--- src/rtl/multicycle_control.sv ---
// Multi-cycle MIPS control FSM: sequences the shared-memory datapath, handles the memory ready handshake with timeout.
// Optional J-type support is enabled by defining MULTICYCLE_JUMP_EN.
module multicycle_control #(
    parameter int MAX_WAIT = 255,
    parameter int WAIT_W   = 8
) (
    input  logic       clk,
    input  logic       reset,
    input  logic [5:0] opcode,
    input  logic [5:0] funct,
    input  logic       zero,
    input  logic       mem_ready,
    output logic       pc_write,
    output logic       iord,
    output logic       mem_read,
    output logic       mem_write,
    output logic       ir_write,
    output logic       reg_dst,
    output logic       mem_to_reg,
    output logic       reg_write,
    output logic       alu_src_a,
    output logic [1:0] alu_src_b,
    output logic [3:0] ALU_Control,
    output logic [1:0] pc_source,
    output logic [3:0] state,
    output logic       instr_done,
    output logic       illegal,
    output logic       bus_error
);

    typedef enum logic [3:0] {
        FETCH     = 4'd0,
        DECODE    = 4'd1,
        MEM_ADDR  = 4'd2,
        MEM_READ  = 4'd3,
        MEM_WB    = 4'd4,
        MEM_WRITE = 4'd5,
        EXECUTE   = 4'd6,
        ALU_WB    = 4'd7,
        BRANCH    = 4'd8
`ifdef MULTICYCLE_JUMP_EN
        , JUMP    = 4'd9
`endif
    } state_t;

    localparam logic [3:0] ALU_ADD = 4'b0010;
    localparam logic [3:0] ALU_SUB = 4'b0110;
    localparam logic [3:0] ALU_AND = 4'b0000;
    localparam logic [3:0] ALU_OR  = 4'b0001;
    localparam logic [3:0] ALU_SLT = 4'b0111;
    localparam logic [3:0] ALU_NOR = 4'b1100;

    state_t            cur_state;
    state_t            next_state;
    logic [WAIT_W-1:0] wait_cnt;
    logic              is_wait_state;
    logic              timeout;
    logic              set_illegal;

    assign state         = cur_state;
    assign is_wait_state = (cur_state == FETCH) || (cur_state == MEM_READ) ||
                           (cur_state == MEM_WRITE);
    assign timeout       = is_wait_state && !mem_ready && (wait_cnt == WAIT_W'(MAX_WAIT));

    always_comb begin
        next_state  = cur_state;
        set_illegal = 1'b0;
        pc_write    = 1'b0;
        iord        = 1'b0;
        mem_read    = 1'b0;
        mem_write   = 1'b0;
        ir_write    = 1'b0;
        reg_dst     = 1'b0;
        mem_to_reg  = 1'b0;
        reg_write   = 1'b0;
        alu_src_a   = 1'b0;
        alu_src_b   = 2'b00;
        ALU_Control = ALU_ADD;
        pc_source   = 2'b00;
        instr_done  = 1'b0;

        case (cur_state)
            FETCH: begin
                mem_read  = 1'b1;
                alu_src_b = 2'b01;
                if (mem_ready) begin
                    ir_write   = 1'b1;
                    pc_write   = 1'b1;
                    next_state = DECODE;
                end
            end
            DECODE: begin
                alu_src_b = 2'b11;
                case (opcode)
                    6'b000000:            next_state = EXECUTE;
                    6'b100011, 6'b101011: next_state = MEM_ADDR;
                    6'b000100:            next_state = BRANCH;
`ifdef MULTICYCLE_JUMP_EN
                    6'b000010:            next_state = JUMP;
`endif
                    default: begin
                        next_state  = FETCH;
                        set_illegal = 1'b1;
                    end
                endcase
            end
            MEM_ADDR: begin
                alu_src_a  = 1'b1;
                alu_src_b  = 2'b10;
                next_state = (opcode == 6'b101011) ? MEM_WRITE : MEM_READ;
            end
            MEM_READ: begin
                iord     = 1'b1;
                mem_read = 1'b1;
                if (mem_ready)    next_state = MEM_WB;
                else if (timeout) next_state = FETCH;
            end
            MEM_WB: begin
                mem_to_reg = 1'b1;
                reg_write  = 1'b1;
                next_state = FETCH;
            end
            MEM_WRITE: begin
                iord      = 1'b1;
                mem_write = 1'b1;
                if (mem_ready || timeout) next_state = FETCH;
            end
            EXECUTE: begin
                alu_src_a  = 1'b1;
                next_state = ALU_WB;
                case (funct)
                    6'b100000: ALU_Control = ALU_ADD;
                    6'b100010: ALU_Control = ALU_SUB;
                    6'b100100: ALU_Control = ALU_AND;
                    6'b100101: ALU_Control = ALU_OR;
                    6'b101010: ALU_Control = ALU_SLT;
                    6'b100111: ALU_Control = ALU_NOR;
                    default: begin
                        next_state  = FETCH;
                        set_illegal = 1'b1;
                    end
                endcase
            end
            ALU_WB: begin
                reg_dst    = 1'b1;
                reg_write  = 1'b1;
                next_state = FETCH;
            end
            BRANCH: begin
                alu_src_a   = 1'b1;
                ALU_Control = ALU_SUB;
                pc_source   = 2'b01;
                pc_write    = zero;
                next_state  = FETCH;
            end
`ifdef MULTICYCLE_JUMP_EN
            JUMP: begin
                pc_source  = 2'b10;
                pc_write   = 1'b1;
                next_state = FETCH;
            end
`endif
            default: next_state = FETCH;
        endcase

        instr_done = (cur_state != FETCH) && (next_state == FETCH);

        // Strobes and selects must be inactive the moment reset rises, not one edge later.
        if (reset) begin
            pc_write    = 1'b0;
            iord        = 1'b0;
            mem_read    = 1'b0;
            mem_write   = 1'b0;
            ir_write    = 1'b0;
            reg_dst     = 1'b0;
            mem_to_reg  = 1'b0;
            reg_write   = 1'b0;
            alu_src_a   = 1'b0;
            alu_src_b   = 2'b00;
            ALU_Control = 4'b0000;
            pc_source   = 2'b00;
            instr_done  = 1'b0;
        end
    end

    always_ff @(posedge clk or posedge reset) begin
        if (reset) begin
            cur_state <= FETCH;
            wait_cnt  <= '0;
            illegal   <= 1'b0;
            bus_error <= 1'b0;
        end else begin
            cur_state <= next_state;
            if (set_illegal) illegal <= 1'b1;
            if (timeout) bus_error <= 1'b1;
            // Abort also clears the count so a FETCH retry starts a fresh wait window.
            if (!is_wait_state || mem_ready || timeout || (next_state != cur_state))
                wait_cnt <= '0;
            else
                wait_cnt <= wait_cnt + WAIT_W'(1);
        end
    end

endmodule

--- config.mk ---
export PLATFORM = sky130hd
export DESIGN_NAME = multicycle_control
export DESIGN_NICKNAME = d
export VERILOG_FILES = /design/src/rtl/multicycle_control.sv
export SDC_FILE = /design/constraint.sdc
export NUM_CORES = 1
export LEC_CHECK = 0
export CAP_MARGIN = 20
export CORE_ASPECT_RATIO = 1.25
export CORE_UTILIZATION = 43
export CTS_CLUSTER_DIAMETER = 50
export DETAILED_ROUTE_END_ITERATION = 12
export MAX_ROUTING_LAYER = met4
export PLACE_DENSITY = 0.75
export REMOVE_ABC_BUFFERS = 1
export SKIP_CTS_REPAIR_TIMING = 1
export SLEW_MARGIN = 30
export SYNTH_ARGS = -nofsm -noshare
export SYNTH_HDL_FRONTEND = slang
export SYNTH_SLANG_ARGS = --single-unit
export TNS_END_PERCENT = 50
--- constraint.sdc ---
create_clock -name clk -period 2.2 [get_ports clk]
set_input_delay 0.55 -clock clk [delete_from_list [all_inputs] [get_ports clk]]
set_output_delay 0.55 -clock clk [all_outputs]
set_load 0.02 [all_outputs]
---- Word level (Yosys, flattened, before mapping) ----
Cells that the tools add are included.
operators by class
  $add $sub $neg .......................... 1
  divide/modulo/power cells ............... 0
  $mul .................................... 0
  eq/ne operators ......................... 19
  shift-type cells ........................ 0
  reduce and logical (&&, ||, !) cells .... 22
  mux-type cells .......................... 39
  $lt $le $gt $ge ......................... 0
  bitwise gates (word level) .............. 0
operators by type and width
  operator                                        number
  == test 6 bit (second input constant)           8
  one-hot mux 4 bit (6 select lines)              1
  2-to-1 mux 1 bit                                22
  2-to-1 mux 4 bit                                5
  one-hot mux 4 bit (5 select lines)              1
  == test 4 x 3 -> 1 bit (second input constant)  4
  one-hot mux 4 bit (3 select lines)              1
  adder 8 x 1 -> 8 bit (second input constant)    1
  == test 4 x 2 -> 1 bit (second input constant)  2
  == test 8 bit (second input constant)           1
  zero test 4 bit                                 2
  2-to-1 mux 8 bit                                1
  one-hot mux 4 bit (2 select lines)              1
  OR reduction 2 bit                              4
  == test 6 x 3 -> 1 bit (second input constant)  1
  zero test 6 bit                                 1
  logical OR 1 bit                                6
  2-to-1 mux 3 bit                                2
  one-hot mux 2 bit (3 select lines)              1
  OR reduction 6 bit                              1
  == test 4 x 1 -> 1 bit (second input constant)  1
  == test 4 bit (second input constant)           1
  2-to-1 mux 2 bit                                2
  != test 4 bit                                   1
  other kinds (6)                                 10
word-level totals
  memory bits (read-only) ................. 0
  output and inout port bits .............. 24
  RAM bits ................................ 0
  word-level logic and storage cells ...... 85
  memories ................................ 0
  input port bits ......................... 16
  latch bits .............................. 0
  register bits ........................... 14

---- Logic depth before layout (Yosys ltp) ----
  word-level depth ........................ 11
  depth in mapped cells ................... 7
  depth with buffers taken out ............ 6

---- Least setup slack after synthesis ----
Ideal clock, no wire load.
  path kind ............................... reg2out
  start ................................... register cur_state[1], in the netlist state[1]
  end ..................................... output port pc_write
  path slack .............................. -0.268 ns
  data required time ...................... 1.650 ns
  data arrival time ....................... 1.918 ns
  stages on the path, launching flop included .. 4
  path buffers ............................ 1
  cell sequence ........................... dfrtp_1 buf_1 nor4_1 a21o_1
on the way
  longest elaborated chain between the ends .. 3
  elaborated cells between the ends (all ways) .. 4
  those cells by class .................... eq/ne (1); mux (2); reduce/logical (1)
ends and longest elaborated chain
  element                                           RTL line  text
  start, declared                                   53        state_t cur_state;
  start signal, assigned                            193       cur_state <= next_state;
  == test 4 bit or zero test 4 bit (tied branches)  82        case (cur_state)
  one-hot mux 1 bit (2 select lines) *              82
  2-to-1 mux 1 bit *                                169       if (reset) begin
  end, declared                                     13        output logic pc_write,
Mark *: on every way between the ends. The rest lies on a longest branch, timed or not.

---- Final worst setup path ----
  start ................................... register cur_state[0], in the netlist state[0]
  end ..................................... output port instr_done
on the way
  longest elaborated chain between the ends .. 11
  elaborated cells between the ends (all ways) .. 20
  those cells by class .................... eq/ne (5); mux (6); reduce/logical (9)
ends and longest elaborated chain
  element                                                    RTL line  text
  == test 4 x 2 -> 1 bit or zero test 4 bit (tied branches)  61, 82
  logical OR 1 bit (2 in a row)                              61        assign is_wait_state = (cur_state == FETCH) || (cur_state == MEM_READ) ||
  logical AND 1 bit (2 in a row)                             63        assign timeout = is_wait_state && !mem_ready && (wait_cnt == WAIT_W'(MAX_WAIT));
  2-to-1 mux 4 bit or logical OR 1 bit (tied branches)       116, 126
  2-to-1 mux 4 bit, on equally long branches                 115, 126
  one-hot mux 4 bit (6 select lines) *                       82
  named net next_state[2]                                    54        state_t next_state;
  zero test 4 bit *                                          166       instr_done = (cur_state != FETCH) && (next_state == FETCH);
  logical AND 1 bit *                                        166
  2-to-1 mux 1 bit *                                         169
  end, declared                                              26        output logic instr_done,
The timed path passes the listed nets; every way through them passes the cells marked *.

==> results.json <==
{
  "synth_cells": 118,
  "path_class": "flop to primary output",
  "cp_cell_sequence": "buf_4, nand2b_1, nor3_1, a221o_1, nor4_2, buf_4",
  "min_to": "bus_error$_DFFE_PP0P_",
  "cp_top_family": "simple AND/OR/NAND/NOR gates",
  "fin_setup_tns_ns": -0.9439,
  "crit_path_top_delay_cell": "dfrtp_1",
  "clkLatencyLatePin_ns": 0.28,
  "die_w_um": 45.24,
  "cts_root_buf": "clkbuf_4",
  "powerDensity_mw_per_mm2": 823.4,
  "crit_top_cell": "buf_4",
  "p_total_mw": 1.660,
  "grt_pass1_wl_mm": 5.368,
  "track_usage": 0.2856,
  "grt_pass1_vias": 1343,
  "antenna_found_initial": 0,
  "ys.flop_type": "dfrtp_1",
  "r2r_end": "wait_cnt[3]$_DFF_PP0_",
  "place_worst_setup_slack_ns": -1.169,
  "cp_num_cells": 6,
  "synth_seq_cells": 14,
  "htreeDepth": 1,
  "outcome": "finished with violations",
  "slowest_delay_ns": 0.43,
  "final_hold_viol_count": 0,
  "crit_start": "state[0]$_DFF_PP0_",
  "initial_utilization": 0.4544,
  "cts.sinks": 14,
  "via_count": 1448,
  "cts_max_path_buffers": 2,
  "cts_tree": "done",
  "hp-class": "flop to flop",
  "setup_viol": 11,
  "required_ns": 1.65,
  "ys_types": 44,
  "grt_remaining_overflow": 0,
  "critPathArrivalTime_ns": 1.99,
  "final_cell_mix": "59 x buf_4, 13 x nor2_1, 13 x dfrtp_1, 13 x dlymetal6s2s_1",
  "r2r-start": "state[2]$_DFF_PP0_",
  "post-route-min-period_ns": 2.539,
  "final_common_cell": "buf_4",
  "grt_max_degree": 15,
  "worstSetupStartpointType": "flop",
  "num_io_pins": 40,
  "fin_nets": 231,
  "portBuffers": 38,
  "ant_nets": 0,
  "cts_buffers": 3,
  "relSlewSlack": 0.6708,
  "finalWorstSetupSlack_ns": -0.3392,
  "hold_depth": 1,
  "drt_iter0_drc": 35,
  "antenna_cells": 0,
  "drc": 0,
  "yosysWarnings": 0,
  "ir_drop_uv": 617.7,
  "areaGrowthSynthToFinish_pct": 100.6,
  "drive_above_1_share": 0.5377,
  "drv_slew": 0,
  "worst_slew_pin_slew_ns": 0.4886,
  "skew_ns": 0.001779,
  "cap_violations": 0,
  "regToRegSetupSlack_ns": 0.30,
  "die-area_mm2": 0.002535,
  "num-fill-cells": 91,
  "wire_per_inst_um": 19.35,
  "avgSynthCellArea_um2": 8.515,
  "finalCritPeriodShare": 1.154,
  "place.gp.congestion": 0.9064,
  "end_kind": "primary output",
  "async_reset_ff_frac": 1.000,
  "ys_seq_area_frac": 0.3487,
  "drt_wl_total_mm": 4.701,
  "rsz0062_at_grt": "yes",
  "crit_fanout": 3,
  "hp-start": "bus_error$_DFFE_PP0P_",
  "synth_top_area_share": 0.3487,
  "rr_worst_depth": 6,
  "dieHeight_um": 56.05,
  "dr.pass1.iters": 4,
  "core_area_mm2": 0.002211,
  "crit_buf_inv": 2,
  "max_freq_ghz": 0.3938,
  "fp-row-count": 19,
  "synth_top_area_cell": "dfrtp_1",
  "synth.area.top_cells": "dfrtp_1 35%, nor2_1 6.0%, xor2_1 4.4%",
  "violations": "negative setup slack",
  "viasPerCell": 5.959,
  "leakagePower_nw": 1.039,
  "dp_hpwl_mm": 2.658,
  "synth_edf_count": 0,
  "syn-cell-area_mm2": 0.001005,
  "clk_pin_slew_ns": 0.08
}
[Yosys cell counts, types with 2 or more instances]
| master | instances |
|---|---|
| nor2_1 | 16 |
| dfrtp_1 | 14 |
| nand3_1 | 7 |
| nor3_1 | 7 |
| and3_1 | 6 |
| nand2_1 | 5 |
| xor2_1 | 5 |
| inv_1 | 4 |
| o21ai_0 | 4 |
| a31oi_1 | 3 |
| nand2b_1 | 3 |
| nand3b_1 | 3 |
| nor4_1 | 3 |
| xnor2_1 | 3 |
| a211o_1 | 2 |
| a211oi_1 | 2 |
| buf_1 | 2 |
| mux2_2 | 2 |
| or2_2 | 2 |
[routing by layer]
layer  vias to the layer above  GRT usage  wire, µm
li1                        618          -         -
met1                       702     0.2915      1670
met2                        96     0.5093      2447
met3                        32    0.03896       264
met4                         0     0.1342       319
met5                         -          -         0
[report_power, final]
part | internal (mW) | switching [mW] | leakage [nW]
clock | 0.0636 | 0.0869 | 0.0138
sequential | 0.296 | 0.0389 | 0.185
combinational | 0.562 | 0.612 | 0.839
total | 0.921 | 0.738 | 1.04
[sequential cells by signal, indices dropped and copies added, names as in the netlist]
| name | flops |
|---|---|
| wait_cnt | 8 |
| state | 4 |
| bus_error | 1 |
| illegal | 1 |
[metrics by stage]
step | std cells | instance area, µm² | utilization | hold WS, ns
final | 243 | 2016 | 0.9117 | 0.4817
after global routing | 243 | 2016 | 0.9117 | 0.4945
after CTS | 232 | 1772 | 0.8014 | 0.4874
after detailed placement | 229 | 1749 | 0.7912 | 0.4655
after global placement | 229 | 1749 | 0.7912 | 0.4649
after floorplan | 112 | 969.7 | - | 0.4473
[layout make-up]
cell class,count,area [µm²],area share
Timing Repair Buffer,97,809.5,0.4016
Tap cell,31,38.79,0.01924
Sequential cell,14,351.6,0.1744
Inverter,4,15.01,0.007449
Clock buffer,3,22.52,0.01117
Multi-Input combinational cell,94,778.2,0.3861
[kinds of logic (layout without fill, tap and decap cells)]
logic type	after synthesis	after routing	share of synthesized area
and+or+nand+nor	60	60	0.3263
AOI/OAI and AO/OA	22	22	0.1669
DFF	14	14	0.3487
buffers and inverters	10	104	0.04981
xor gates and xnor gates	8	8	0.06974
muxes	2	2	0.02241
adders and majority gates	1	1	0.01245
other	1	1	0.003732
[worst max-delay path by stage]
stage | slack [ns] | endpoint
2_1_floorplan | -0.27 | instr_done
3_3_place_gp | -1.10 | instr_done
3_5_place_dp | -1.17 | instr_done
4_1_cts | -1.16 | instr_done
5_1_grt | -0.41 | instr_done
6_report | -0.34 | instr_done
No activity file was read; power rests on OpenSTA's default activity.
